===== src/rtl/pipeline_hazard_ctrl_if.sv =====
// Control bundle between the core's stage logic and the hazard controller.
// The core side drives requests and exception flags; the controller returns stall/flush/redirect.
interface pipeline_hazard_ctrl_if #(
  parameter int unsigned STAGES     = 6,
  parameter int unsigned EXC_NUM    = 7,
  parameter int unsigned ADDR_WIDTH = 32
);
  localparam int unsigned CODE_W = (EXC_NUM > 1) ? $clog2(EXC_NUM) : 1;

  logic [STAGES-1:0]     stall_req;
  logic                  stall_all;
  logic [EXC_NUM-1:0]    exc_flags;
  logic [ADDR_WIDTH-1:0] cp0_epc;
  logic [STAGES-1:0]     stall;
  logic                  flush;
  logic [ADDR_WIDTH-1:0] exc_pc;
  logic [CODE_W-1:0]     exc_code;
  logic                  busy;
  logic [31:0]           stall_cnt;

  modport master (
    output stall_req, stall_all, exc_flags, cp0_epc,
    input  stall, flush, exc_pc, exc_code, busy, stall_cnt
  );

  modport slave (
    input  stall_req, stall_all, exc_flags, cp0_epc,
    output stall, flush, exc_pc, exc_code, busy, stall_cnt
  );
endinterface


===== src/rtl/pipeline_hazard_ctrl.sv =====
// Stall/flush controller: prefix stall mask, prioritised exception redirect with
// deferral under global stall, multi-cycle registered flush and a saturating stall counter.
module pipeline_hazard_ctrl #(
  parameter int unsigned           STAGES       = 6,
  parameter int unsigned           EXC_NUM      = 7,
  parameter int unsigned           ADDR_WIDTH   = 32,
  parameter logic [ADDR_WIDTH-1:0] EXC_VECTOR   = 'hbfc00380,
  parameter logic [ADDR_WIDTH-1:0] RESET_VECTOR = 'hbfc00000,
  parameter int unsigned           FLUSH_CYCLES = 1
) (
  input logic                   clk,
  input logic                   rst,
  pipeline_hazard_ctrl_if.slave bus
);
  localparam int unsigned CODE_W = (EXC_NUM > 1) ? $clog2(EXC_NUM) : 1;
  localparam int unsigned CNT_W  = (FLUSH_CYCLES > 1) ? $clog2(FLUSH_CYCLES) : 1;

  typedef enum logic [1:0] {IDLE, PENDING, FLUSH} state_e;

  state_e                state_q, state_d;
  logic [CODE_W-1:0]     code_q, code_d;
  logic [ADDR_WIDTH-1:0] pc_q, pc_d;
  logic [CNT_W-1:0]      cnt_q, cnt_d;
  logic [31:0]           stall_cnt_q, stall_cnt_d;

  logic [STAGES-1:0]     req_mask;
  logic [STAGES-1:0]     stall;
  logic [CODE_W-1:0]     win_code;
  logic [ADDR_WIDTH-1:0] win_pc;
  logic                  any_exc;

  // Stage i stalls when it or any later stage requests: suffix-OR from the top down.
  always_comb begin
    logic acc;
    acc      = 1'b0;
    req_mask = '0;
    for (int unsigned i = 0; i < STAGES; i++) begin
      acc                      = acc | bus.stall_req[STAGES-1-i];
      req_mask[STAGES-1-i]     = acc;
    end
  end

  always_comb begin
    stall = req_mask;
    if (rst || bus.stall_all)
      stall = '1;
    else if (state_q == FLUSH)
      stall = '0;
  end

  // Scanning downward leaves the lowest set flag as the winner.
  always_comb begin
    win_code = '0;
    for (int unsigned i = 0; i < EXC_NUM; i++) begin
      if (bus.exc_flags[EXC_NUM-1-i])
        win_code = CODE_W'(EXC_NUM-1-i);
    end
    win_pc  = (win_code == '0) ? bus.cp0_epc : EXC_VECTOR;
    any_exc = |bus.exc_flags;
  end

  always_comb begin
    state_d = state_q;
    code_d  = code_q;
    pc_d    = pc_q;
    cnt_d   = cnt_q;
    unique case (state_q)
      IDLE: begin
        if (any_exc) begin
          code_d = win_code;
          pc_d   = win_pc;
          if (bus.stall_all) begin
            state_d = PENDING;
          end else begin
            cnt_d   = CNT_W'(FLUSH_CYCLES - 1);
            state_d = FLUSH;
          end
        end
      end
      PENDING: begin
        if (!bus.stall_all) begin
          cnt_d   = CNT_W'(FLUSH_CYCLES - 1);
          state_d = FLUSH;
        end
      end
      FLUSH: begin
        if (!bus.stall_all) begin
          if (cnt_q == '0)
            state_d = IDLE;
          else
            cnt_d = cnt_q - CNT_W'(1);
        end
      end
      default: state_d = IDLE;
    endcase
  end

  always_comb begin
    stall_cnt_d = stall_cnt_q;
    if (|stall && stall_cnt_q != '1)
      stall_cnt_d = stall_cnt_q + 32'd1;
  end

  always_ff @(posedge clk or posedge rst) begin
    if (rst) begin
      state_q     <= IDLE;
      code_q      <= '0;
      pc_q        <= RESET_VECTOR;
      cnt_q       <= '0;
      stall_cnt_q <= '0;
    end else begin
      state_q     <= state_d;
      code_q      <= code_d;
      pc_q        <= pc_d;
      cnt_q       <= cnt_d;
      stall_cnt_q <= stall_cnt_d;
    end
  end

  assign bus.stall     = stall;
  assign bus.flush     = (state_q == FLUSH);
  assign bus.exc_pc    = (state_q == FLUSH) ? pc_q : RESET_VECTOR;
  assign bus.exc_code  = (state_q == FLUSH) ? code_q : '0;
  assign bus.busy      = (state_q != IDLE);
  assign bus.stall_cnt = stall_cnt_q;
endmodule


===== src/flat_wrapper.sv =====
// flat-port wrapper written by rule: the top's interface ports become plain ports
module pipeline_hazard_ctrl_flat 
#(
  parameter int unsigned           STAGES       = 6,
  parameter int unsigned           EXC_NUM      = 7,
  parameter int unsigned           ADDR_WIDTH   = 32,
  parameter logic [ADDR_WIDTH-1:0] EXC_VECTOR   = 'hbfc00380,
  parameter logic [ADDR_WIDTH-1:0] RESET_VECTOR = 'hbfc00000,
  parameter int unsigned           FLUSH_CYCLES = 1
)
  (clk, rst, bus_stall_req, bus_stall_all, bus_exc_flags, bus_cp0_epc, bus_stall, bus_flush, bus_exc_pc, bus_exc_code, bus_busy, bus_stall_cnt);
  pipeline_hazard_ctrl_if #(.STAGES(STAGES), .EXC_NUM(EXC_NUM), .ADDR_WIDTH(ADDR_WIDTH)) bus_i ();
  input logic clk;
  input logic rst;
  input wire logic [$bits(bus_i.stall_req)-1:0] bus_stall_req;
  input wire logic [$bits(bus_i.stall_all)-1:0] bus_stall_all;
  input wire logic [$bits(bus_i.exc_flags)-1:0] bus_exc_flags;
  input wire logic [$bits(bus_i.cp0_epc)-1:0] bus_cp0_epc;
  output wire logic [$bits(bus_i.stall)-1:0] bus_stall;
  output wire logic [$bits(bus_i.flush)-1:0] bus_flush;
  output wire logic [$bits(bus_i.exc_pc)-1:0] bus_exc_pc;
  output wire logic [$bits(bus_i.exc_code)-1:0] bus_exc_code;
  output wire logic [$bits(bus_i.busy)-1:0] bus_busy;
  output wire logic [$bits(bus_i.stall_cnt)-1:0] bus_stall_cnt;
  assign bus_i.stall_req = bus_stall_req;
  assign bus_i.stall_all = bus_stall_all;
  assign bus_i.exc_flags = bus_exc_flags;
  assign bus_i.cp0_epc = bus_cp0_epc;
  assign bus_stall = bus_i.stall;
  assign bus_flush = bus_i.flush;
  assign bus_exc_pc = bus_i.exc_pc;
  assign bus_exc_code = bus_i.exc_code;
  assign bus_busy = bus_i.busy;
  assign bus_stall_cnt = bus_i.stall_cnt;
  pipeline_hazard_ctrl #(.STAGES(STAGES), .EXC_NUM(EXC_NUM), .ADDR_WIDTH(ADDR_WIDTH), .EXC_VECTOR(EXC_VECTOR), .RESET_VECTOR(RESET_VECTOR), .FLUSH_CYCLES(FLUSH_CYCLES)) u_core (.clk(clk), .rst(rst), .bus(bus_i));
endmodule

===== config.mk =====
export PLATFORM = sky130hd
export DESIGN_NAME = pipeline_hazard_ctrl_flat
export DESIGN_NICKNAME = d
export VERILOG_FILES = /design/src/rtl/pipeline_hazard_ctrl_if.sv /design/src/rtl/pipeline_hazard_ctrl.sv /design/src/flat_wrapper.sv
export SDC_FILE = /design/constraint.sdc
export NUM_CORES = 1
export LEC_CHECK = 0
export ABC_AREA = 1
export CORE_MARGIN = 5
export CORE_UTILIZATION = 58
export DETAILED_ROUTE_END_ITERATION = 16
export DONT_BUFFER_PORTS = 1
export PLACE_DENSITY = 0.74
export SETUP_SLACK_MARGIN = 0.1
export SYNTH_ARGS = -nofsm -noshare
export SYNTH_HDL_FRONTEND = slang
export SYNTH_SLANG_ARGS = --single-unit

===== constraint.sdc =====
create_clock -name clk -period 3.5 [get_ports clk]
set_input_delay 0.35 -clock clk [delete_from_list [all_inputs] [get_ports clk]]
set_output_delay 0.35 -clock clk [all_outputs]
set_load 0.01 [all_outputs]

==> run_results.csv <==
group,metric,value,unit
setup_path,cp.arrival,1850,ps
logic_synthesis,synth_common_cells,"nand2_1, nor2_1, inv_1",
setup_path,path_buf_inv,2,
layout,finalNetCount,666,
job,cap_violations,0,
logic_synthesis,synthesis.area,4190,sq um
logic_synthesis,async_reset_ff_frac,1.00,
floorplan,io_pins,123,
global_route,grt_pass1_wl,16900,um
layout,post-route-util,0.615,
global_route,grt_pass1_vias,3467,
routing,dr_wl_met3,978,um
logic_synthesis,ys.flop_type,"dfrtp_1",
logic_synthesis,synth.most_common_cell,"nand2_1",
floorplan,start_util,0.587,
clock_tree,tritoncts,"yes",
sta,finalWorstSetupSlack,1300,ps
clock_tree,insertion_delay,350,ps
global_route,antenna_found_initial,0,
logic_synthesis,yosys.cell_types.count,30,
setup_path,cp_slowest_cell,"o21ai_0",
place,post-dp-hpwl,7570,um
layout,n_antenna_cell,0,
routing,wirelength,10100,um
pwr,ir_drop,0.263,mV
clock_tree,ctsHoldBuffers,0,
sta,finalSetupTns,0,ps
sta,drv_slew,0,
place,portBuffers,0,
setup_path,cp-start-kind,"register",
clock_tree,cts.sinks,70,
clock_tree,cts_setup_buffers,0,
setup_path,path_class,"reg -> out",
routing,drt-pass1-iter-count,5,
floorplan,die_h,95.0,um
sta,finalHoldViolations,0,
sta,skew,6.78,ps
routing,wl_per_cell,14.1,um
logic_synthesis,postSynthAreaPerCell,6.73,sq um
global_route,grt_remaining_overflow,0,
place,place.gp.congestion,0.892,
clock_tree,cts_buffers,9,
logic_synthesis,synth_edf_count,0,
setup_path,cp_common_cell,"o21ai_0",
global_route,grt_max_degree,50,
sta,setup_viol,0,
logic_synthesis,synth_top_area_cell,"dfrtp_1",
routing,num_vias,3677,
setup_path,endpoint_kind,"output port",
sta,fmax,454,MHz
routing,wirelength_met1,4410,um
layout,fillers,681,
sta,grt_setup_unrepaired,"no",
layout,drive_gt1_frac,0.0965,
sta,whs,121,ps
global_route,track_usage,0.241,
pwr,powerDensity,492,nW/um^2
outcome,status,"finished, final reports clean",
setup_path,worstPathCellList,"inv_2 -> or2_1 -> inv_1 -> o21ai_0 -> a21oi_1 -> o21ai_0",
logic_synthesis,syn_inst,622,
floorplan,design.core.area,7140,sq um
logic_synthesis,synth_seq_area_share,0.421,
floorplan,fp.dieArea,9020,sq um
clock_tree,ctsResizeCount,0,
clock_tree,cts_max_level,3,
logic_synthesis,synth.top_cell.area_share,0.365,
routing,top_layer,"met4",
logic_synthesis,syn-num-nets,671,
logic_synthesis,ys_ff_latch,70,
setup_path,max_stage_delay,440,ps
routing,avgViaCountPerCell,5.10,
routing,first_iter_violations,213,
clock_tree,root_buffer,"clkbuf_8",
setup_path,worstPathRequired,3150,ps
floorplan,num_rows,31,
floorplan,die_w,95.0,um
pwr,p_leak,0.00211,uW
sta,tightest_slew,1110,ps
hold_path,hp-class,"in -> async",
layout,final_cells,721,
setup_path,reg2reg_from,"u_core.bus.stall_cnt[0]$_DFFE_PP0P_",
clock_tree,clk_pin_slew,70,ps
place,dp.cells,705,
sta,fin_crit,2200,ps
logic_synthesis,ys_warn_count,0,
logic_synthesis,synthTopCellsByArea,"dfrtp_1, nand2_1, nor2_1",
clock_tree,clock_path_buffers,2,
routing,antenna_left,0,
place,post-place-ws,1470,ps
setup_path,crit_family,"compound AO/OA/AOI/OAI gates",
sta,period_share,0.629,
sta,max-slew-margin-rel,0.257,
setup_path,cp_max_fo,6,
setup_path,critPathLaunch,"u_core.state_q[1]$_DFFE_PP0P_",
routing,drc_errors,0,
layout,synthToLayoutAreaGrowth,4.87,%
routing,routed-wl-met2,4560,um
-- through the flow --
step | power, uW | cell area [sq um]
finish | 2160 | 4390
CTS | 2180 | 4390
global route | 2310 | 4390
detailed placement | 1610 | 4230
floorplan | 1500 | 4190
global placement | 1580 | 4230
-- logic make-up after synthesis --
group,share of synthesized area
flip-flops,0.421
adder cells (fa/ha/maj),0.00299
AO/OA/AOI/OAI,0.0598
XOR/XNOR,0.0314
buffers and inverters,0.0890
AND/OR/NAND/NOR,0.396
-- metal layers --
metal	GRT usage	vias to the layer above
li1	-	1866
met1	0.324	1655
met2	0.367	141
met3	0.0677	15
met4	0.0938	0
met5	0	-
-- registers in the layout, indices dropped and copies added (netlist names) --
signal	cells
u_core.bus.stall_cnt	32
u_core.pc_q	32
u_core.code_q	3
u_core.state_q	2
u_core.cnt_q	1
-- power by group --
| part | switching (uW) | internal, uW | total [uW] | leakage, uW |
|---|---|---|---|---|
| Sequential | 142 | 959 | 1100 | 0.000900 |
| Clock | 312 | 256 | 568 | 0.0000824 |
| Combinational | 336 | 155 | 491 | 0.00112 |
-- worst paths after layout --
kind	slack (ps)	to	cells past startpoint
setup / recovery	1300	bus_stall[2]	6
hold / removal	120	u_core.bus.stall_cnt[7]$_DFFE_PP0P_	1
setup reg to reg	1470	u_core.bus.stall_cnt[29]$_DFFE_PP0P_	10
hold reg to reg	490	u_core.pc_q[2]$_DFFE_PP0P_	2
max in group asynchronous	2510	u_core.bus.stall_cnt[29]$_DFFE_PP0P_	2
min in group clk	150	u_core.state_q[0]$_DFFE_PP0P_	2
-- cell usage in the layout, fill, tap and decap left out, drive strengths merged, types with 4 or more instances in the layout --
cell type,n
xor2,11
a21oi,16
dfstp,9
dfrtp,61
nand3,21
nor2,115
inv,70
nand2,250
o21ai,31
xnor2,4
clkbuf,10
or2,10
-- area by class of cell --
type / instances / area (sq um) / area share
multi-input cells: 464 / 2050 / 0.467
flip-flops and latches: 70 / 1760 / 0.401
clock inverters: 6 / 38.8 / 0.00883
clock buffers: 10 / 128 / 0.0291
repair buffers: 3 / 22.5 / 0.00513
well taps: 99 / 124 / 0.0282
inverters: 69 / 264 / 0.0601
No activity file was read; power rests on OpenSTA's default activity.
